==> config.mk <==
export PLATFORM = sky130hd
export DESIGN_NAME = fu_result_arbiter
export DESIGN_NICKNAME = d
export VERILOG_FILES = /design/src/rtl/core_pkg.sv /design/src/rtl/rr_arbiter.sv /design/src/rtl/fu_result_arbiter.sv
export SDC_FILE = /design/constraint.sdc
export NUM_CORES = 1
export LEC_CHECK = 0
export BUFFER_PORTS_ARGS = -buffer_cell sky130_fd_sc_hd__buf_2
export CAP_MARGIN = 15
export CORE_ASPECT_RATIO = 1.5
export CORE_MARGIN = 5
export CORE_UTILIZATION = 43
export DETAILED_ROUTE_END_ITERATION = 12
export HOLD_SLACK_MARGIN = 0.12
export PLACE_DENSITY = 0.81
export REMOVE_ABC_BUFFERS = 1
export SKIP_CTS_REPAIR_TIMING = 1
export SLEW_MARGIN = 20
export SYNTH_ARGS = -nofsm -noshare
export SYNTH_HDL_FRONTEND = slang
export SYNTH_HIERARCHICAL = 1
export SYNTH_SLANG_ARGS = --single-unit
==> constraint.sdc <==
create_clock -name clk -period 7.5 [get_ports clk]
set_clock_uncertainty 0.15 [all_clocks]
set_input_delay 0 -clock clk [delete_from_list [all_inputs] [get_ports clk]]
set_output_delay 0 -clock clk [all_outputs]
set_load 0.05 [all_outputs]
==> src/rtl/core_pkg.sv <==
`default_nettype none
// +----------------------------------------------------------------------+
// | Package     : core_pkg                                               |
// | Description : Shared widths and bus message types for the result     |
// |               writeback path (CDB broadcast and ROB write port).     |
// | Revision    : 1.0 - initial release                                  |
// +----------------------------------------------------------------------+
package core_pkg;

  localparam int ROB_ID_W = 4;
  localparam int DATA_W   = 8;

  // One CDB broadcast: ROB tag plus result value
  typedef struct packed {
    logic [ROB_ID_W-1:0] id;
    logic [DATA_W-1:0]   val;
  } cdb_msg_t;

  // One ROB write: entry index plus flags, writeback select and result
  typedef struct packed {
    logic [ROB_ID_W-1:0] id;
    logic [DATA_W-1:0]   flags;
    logic [DATA_W-1:0]   wbs;
    logic [DATA_W-1:0]   value;
  } rob_msg_t;

endpackage
`default_nettype wire

==> src/rtl/rr_arbiter.sv <==
`default_nettype none
// +----------------------------------------------------------------------+
// | Module      : rr_arbiter                                             |
// | Description : Round-robin arbiter. Combinational one-hot grant over  |
// |               (req & ~mask), scanning from an internal pointer that  |
// |               moves past the winner whenever a grant is taken.       |
// | Revision    : 1.0 - initial release                                  |
// +----------------------------------------------------------------------+
module rr_arbiter #(
  parameter int N = 4
) (
  input  logic         clk,
  input  logic         rst,    // asynchronous, active-low
  input  logic         en,     // grant is actually taken this cycle
  input  logic [N-1:0] req,
  input  logic [N-1:0] mask,
  output logic [N-1:0] gnt
);

  localparam int PTR_W = (N > 1) ? $clog2(N) : 1;

  logic [PTR_W-1:0] ptr_q;
  logic [PTR_W-1:0] ptr_d;
  logic [PTR_W-1:0] w_win;
  logic [PTR_W:0]   w_idx;
  logic [N-1:0]     w_elig;
  logic             w_found;

  // Scan eligible requests starting at the pointer, wrapping modulo N
  always_comb begin
    w_elig  = req & ~mask;
    w_idx   = '0;
    w_win   = '0;
    w_found = 1'b0;
    gnt     = '0;
    for (int i = 0; i < N; i++) begin
      w_idx = {1'b0, ptr_q} + (PTR_W+1)'(i);
      if (w_idx >= (PTR_W+1)'(N)) begin
        w_idx = w_idx - (PTR_W+1)'(N);
      end
      if (!w_found && w_elig[w_idx[PTR_W-1:0]]) begin
        w_found = 1'b1;
        w_win   = w_idx[PTR_W-1:0];
      end
    end
    if (w_found) begin
      gnt[w_win] = 1'b1;
    end
    ptr_d = ptr_q;
    if (en && w_found) begin
      ptr_d = (w_win == PTR_W'(N-1)) ? '0 : w_win + 1'b1;
    end
  end

  // Pointer register; reset restarts the scan at index 0
  always_ff @(posedge clk or negedge rst) begin
    if (!rst) begin
      ptr_q <= '0;
    end else begin
      ptr_q <= ptr_d;
    end
  end

endmodule
`default_nettype wire

==> src/rtl/fu_result_arbiter.sv <==
`default_nettype none
// +----------------------------------------------------------------------+
// | Module      : fu_result_arbiter                                      |
// | Description : Shares the CDB and the ROB write port between NUM_FU   |
// |               functional units with two independent round-robin      |
// |               arbiters and registered bus outputs (latency 1).       |
// | Revision    : 1.0 - initial release                                  |
// +----------------------------------------------------------------------+
module fu_result_arbiter
  import core_pkg::*;
#(
  parameter int NUM_FU = 4
) (
  input  logic                       clk,
  input  logic                       rst,     // asynchronous, active-low
  input  logic                       flush,
  input  logic [NUM_FU-1:0]          cdb_req,
  input  logic [NUM_FU*ROB_ID_W-1:0] cdb_req_id,
  input  logic [NUM_FU*DATA_W-1:0]   cdb_req_val,
  output logic [NUM_FU-1:0]          cdb_gnt,
  output logic                       cdb_valid,
  output logic [ROB_ID_W-1:0]        cdb_id,
  output logic [DATA_W-1:0]          cdb_val,
  input  logic [NUM_FU-1:0]          rob_req,
  input  logic [NUM_FU*ROB_ID_W-1:0] rob_req_id,
  input  logic [NUM_FU*DATA_W-1:0]   rob_req_flags,
  input  logic [NUM_FU*DATA_W-1:0]   rob_req_wbs,
  input  logic [NUM_FU*DATA_W-1:0]   rob_req_value,
  output logic [NUM_FU-1:0]          rob_gnt,
  output logic                       rob_valid,
  output logic [ROB_ID_W-1:0]        rob_id,
  output logic [DATA_W-1:0]          rob_flags,
  output logic [DATA_W-1:0]          rob_wbs,
  output logic [DATA_W-1:0]          rob_value
);

  logic [NUM_FU-1:0] w_cdb_gnt;
  logic [NUM_FU-1:0] w_rob_gnt;
  cdb_msg_t          w_cdb_mux;
  rob_msg_t          w_rob_mux;

  logic [NUM_FU-1:0] cdb_gnt_q, cdb_gnt_d;
  logic [NUM_FU-1:0] rob_gnt_q, rob_gnt_d;
  logic              cdb_valid_q, cdb_valid_d;
  logic              rob_valid_q, rob_valid_d;
  cdb_msg_t          cdb_msg_q, cdb_msg_d;
  rob_msg_t          rob_msg_q, rob_msg_d;

  // The FU granted last cycle is masked: it has not yet dropped its request.
  // Pointers only advance when the grant is really issued (not on flush).
  rr_arbiter #(.N(NUM_FU)) u_cdb_arb (
    .clk  (clk),
    .rst  (rst),
    .en   (~flush),
    .req  (cdb_req),
    .mask (cdb_gnt_q),
    .gnt  (w_cdb_gnt)
  );

  rr_arbiter #(.N(NUM_FU)) u_rob_arb (
    .clk  (clk),
    .rst  (rst),
    .en   (~flush),
    .req  (rob_req),
    .mask (rob_gnt_q),
    .gnt  (w_rob_gnt)
  );

  // Select the winning FU's payload on each bus (one-hot grant)
  always_comb begin
    w_cdb_mux = '0;
    w_rob_mux = '0;
    for (int i = 0; i < NUM_FU; i++) begin
      if (w_cdb_gnt[i]) begin
        w_cdb_mux.id  = cdb_req_id[i*ROB_ID_W +: ROB_ID_W];
        w_cdb_mux.val = cdb_req_val[i*DATA_W +: DATA_W];
      end
      if (w_rob_gnt[i]) begin
        w_rob_mux.id    = rob_req_id[i*ROB_ID_W +: ROB_ID_W];
        w_rob_mux.flags = rob_req_flags[i*DATA_W +: DATA_W];
        w_rob_mux.wbs   = rob_req_wbs[i*DATA_W +: DATA_W];
        w_rob_mux.value = rob_req_value[i*DATA_W +: DATA_W];
      end
    end
  end

  // Next bus state: flush suppresses grants; payload holds when idle
  always_comb begin
    cdb_gnt_d   = flush ? '0 : w_cdb_gnt;
    rob_gnt_d   = flush ? '0 : w_rob_gnt;
    cdb_valid_d = |cdb_gnt_d;
    rob_valid_d = |rob_gnt_d;
    cdb_msg_d   = cdb_valid_d ? w_cdb_mux : cdb_msg_q;
    rob_msg_d   = rob_valid_d ? w_rob_mux : rob_msg_q;
  end

  // Registered bus outputs; reset clears them asynchronously
  always_ff @(posedge clk or negedge rst) begin
    if (!rst) begin
      cdb_gnt_q   <= '0;
      rob_gnt_q   <= '0;
      cdb_valid_q <= 1'b0;
      rob_valid_q <= 1'b0;
      cdb_msg_q   <= '0;
      rob_msg_q   <= '0;
    end else begin
      cdb_gnt_q   <= cdb_gnt_d;
      rob_gnt_q   <= rob_gnt_d;
      cdb_valid_q <= cdb_valid_d;
      rob_valid_q <= rob_valid_d;
      cdb_msg_q   <= cdb_msg_d;
      rob_msg_q   <= rob_msg_d;
    end
  end

  assign cdb_gnt   = cdb_gnt_q;
  assign cdb_valid = cdb_valid_q;
  assign cdb_id    = cdb_msg_q.id;
  assign cdb_val   = cdb_msg_q.val;
  assign rob_gnt   = rob_gnt_q;
  assign rob_valid = rob_valid_q;
  assign rob_id    = rob_msg_q.id;
  assign rob_flags = rob_msg_q.flags;
  assign rob_wbs   = rob_msg_q.wbs;
  assign rob_value = rob_msg_q.value;

endmodule
`default_nettype wire

==> flow_summary.ini <==
[power]
power-per-cell-area_nw_per_um2 = 464
power.leakage_nw = 2.87
ir_worst_vdd_uv = 307

[job]
maxCapViolCount = 0

[synth]
synth_cell_type_count = 36
netlist_instances = 342
synth_area_per_cell_sq_um = 9.79
yosysWarnings = 6
ys_ff_latch = 54
syn_area_sq_um = 3350
ys.flop_type = dfrtp_1
synth_edf_count = 0
ys_seq_area_frac = 0.404
synth-async-reset-ratio = 1.00

[clocking]
clockRootBuffer = clkbuf_16
cts_num_sinks = 54
cts_tree = done
numCtsBuffers = 5
clock_latency_ps = 290
cts.clk_slew.worst_paths_ps = 70
htreeDepth = 2
clock_path_buffers = 2

[drt]
drc = 0
wl_um = 15500
route.vias.total = 4573
wl_per_cell_um = 20.3
final_antenna_net_count = 0
drt_iter0_markers = 309
dr.pass1.iters = 5
viasPerCell = 5.99

[place]
gp_congestion = 0.844
dp_hpwl_um = 8700
io_buffer_count = 220

[final_layout]
n_fill_cell = 481
fin_util = 0.769
regArea_sq_um = 1350
multi_input_area_sq_um = 1820
nNetsFinal = 841
antenna_cells = 0
drive_above_1_share = 0.384
area_growth_pct = 74.9

[critical_path]
crit_start = rob_gnt[0]
crit_arrival_ps = 4570
critical_path_class = reg -> reg
endpoint = rob_flags[2]
path_max_fanout = 32
r2r_start = rob_gnt[0]
cpMaxStageDelayCell = nor2b_2
slowest_delay_ps = 940
worst-endpoint-required_ps = 7580
r2r_setup_slack_ps = 3000
path_common_cell = dlygate4sd3_1
rr_endpoint = rob_flags[2]
start_kind = flip-flop
path_cells = nand2b_4 > a2bb2oi_1 > or2_1 > and3_1 > ha_1 > and2_1 > buf_4 > nor2b_2 > a221oi_1 > dlygate4sd3_1 > o31ai_2 > dlygate4sd3_1
worstRegToRegCells = 12
cp-end-kind = flip-flop

[sta]
min_period_over_period = 0.599
slew_viol_final = 0
finalSetupViolCount = 0
period_needed_ps = 4500
timing.slew.headroom = 0.211
timing.fmax_mhz = 222
fin_tns_setup_ps = 0
tightestPinTransition_ps = 1180
rsz0062_at_grt = no
finalHoldViolCount = 0

[global_routing]
grt_pass1_vias = 3695
grt_pass1_wl_um = 17400
grt-ovfl-total = 0
grt_usage = 0.227
antenna_found_initial = 0
grt_max_degree = 55

[floorplan]
die_h_um = 118
chipWidth_um = 82.0
initial_core_util = 0.440
io_pins = 221
core_sq_um = 7610
design.die.area_sq_um = 9680
rows = 39

[outcome]
status = complete, no violations

[hold_path]
holdCritPathClass = in -> reg
[cell type report]
class / count / share of cell area
clock buffer: 6 / 0.0237
tap: 102 / 0.0218
inverter: 7 / 0.00449
sequential: 54 / 0.231
timing repair buffer: 347 / 0.404
clock inverter: 1 / 0.00513
multi-input combinational: 247 / 0.311
[worst min path at each step]
stage,startpoint,endpoint,slack [ps],depth (start not counted)
after CTS,rst,rob_value[4],-280,2
final,rob_req[3],u_rob_arb/ptr_q[0],90,4
after global placement,rst,cdb_gnt[1],10,2
after detailed placement,rst,cdb_gnt[1],30,2
after floorplan,rst,cdb_gnt[0],-450,0
after global routing,rob_req[3],u_rob_arb/ptr_q[0],130,4
[metal layers]
metal | vias up | part of all wire | GRT usage
li1 | 2001 | - | -
met1 | 2153 | 0.34 | 0.249
met2 | 349 | 0.52 | 0.413
met3 | 70 | 0.095 | 0.0544
met4 | 0 | 0.046 | 0.0707
met5 | - | 0 | 0
[sequential cells by signal (all words and copies together) (netlist names), 2 cells and up]
signal           count
cdb_gnt              4
u_cdb_arb/ptr_q      2
rob_wbs              8
rob_value            8
cdb_val              8
cdb_id               4
u_rob_arb/ptr_q      2
rob_gnt              4
rob_flags            8
rob_id               4
[per-stage QoR]
stage	instance area (sq um)	setup WS (ps)	instances	total power (W)	hold WS, ps
after CTS	4620	4100	641	0.00222	-280
final	5850	3000	764	0.00272	93.3
after global placement	4450	3820	634	0.00191	14.2
after floorplan	3190	2580	308	0.00155	-446
after detailed placement	4450	4120	634	0.00194	32.8
after global routing	5850	2870	764	0.00285	128
[worst max-delay path, delay by kind of cell (launching register included)]
family / cells / cell delay [ps]
buf+inv: 3 / 1470
fa+ha+maj: 1 / 220
compound gates: 3 / 470
flops: 1 / 370
simple gates: 5 / 1720
[power breakdown]
part / switching [W] / total, W / leakage [nW] / internal, W
combinational: 0.00116 / 0.00195 / 2.11 / 0.000788
clock: 0.000106 / 0.000271 / 0.0829 / 0.000165
sequential: 0.0000791 / 0.000501 / 0.682 / 0.000422
total: 0.00134 / 0.00272 / 2.87 / 0.00137
[cell usage after synthesis, drive strengths merged (7+ instances only)]
cell | n | area, sq um
o22ai | 40 | 250
ha | 8 | 100
a221oi | 40 | 350
o21ai | 42 | 210
and2 | 8 | 50.1
o31ai | 38 | 330
buf | 20 | 106
nor2b | 15 | 93.8
dfrtp | 54 | 1350
nor2 | 8 | 30.0
clkbuf | 14 | 53.8
inv | 7 | 26.3
nand2b | 10 | 92.6
[cells by family after synthesis]
kind of cell | count (synthesis) | share of synthesized area
adder cells (fa/ha/maj) | 8 | 0.0299
AND/OR/NAND/NOR | 63 | 0.122
multiplexers | 2 | 0.00673
buffers and inverters | 41 | 0.0557
AO/OA/AOI/OAI | 174 | 0.382
flip-flops | 54 | 0.404
[layout by cell type, fill, tap and decap left out, drive strengths merged]
| master | synthesis | layout |
|---|---|---|
| inv | 7 | 7 |
| a41oi | 2 | 2 |
| nor2b | 15 | 15 |
| mux2 | 2 | 2 |
| a311oi | 2 | 2 |
| buf | 20 | 224 |
| nor2 | 8 | 8 |
| nand2b | 10 | 10 |
| and3 | 2 | 2 |
| a2bb2oi | 2 | 2 |
| o41ai | 2 | 2 |
| nand2 | 6 | 6 |
| bufinv | 0 | 1 |
| o22ai | 40 | 40 |
| clkbuf | 14 | 6 |
| ha | 8 | 8 |
| a221oi | 40 | 40 |
| dlygate4sd3 | 0 | 123 |
| or2 | 6 | 6 |
| nor4 | 2 | 2 |
| a311o | 2 | 2 |
| a21oi | 2 | 2 |
| nor3b | 2 | 2 |
| and2 | 8 | 8 |
| dfrtp | 54 | 54 |
| o21ai | 42 | 42 |
| o31ai | 38 | 38 |
| nand3 | 2 | 2 |
| nand4 | 2 | 2 |
| o21a | 2 | 2 |
Note: power is estimated with default switching activity, not from simulation.
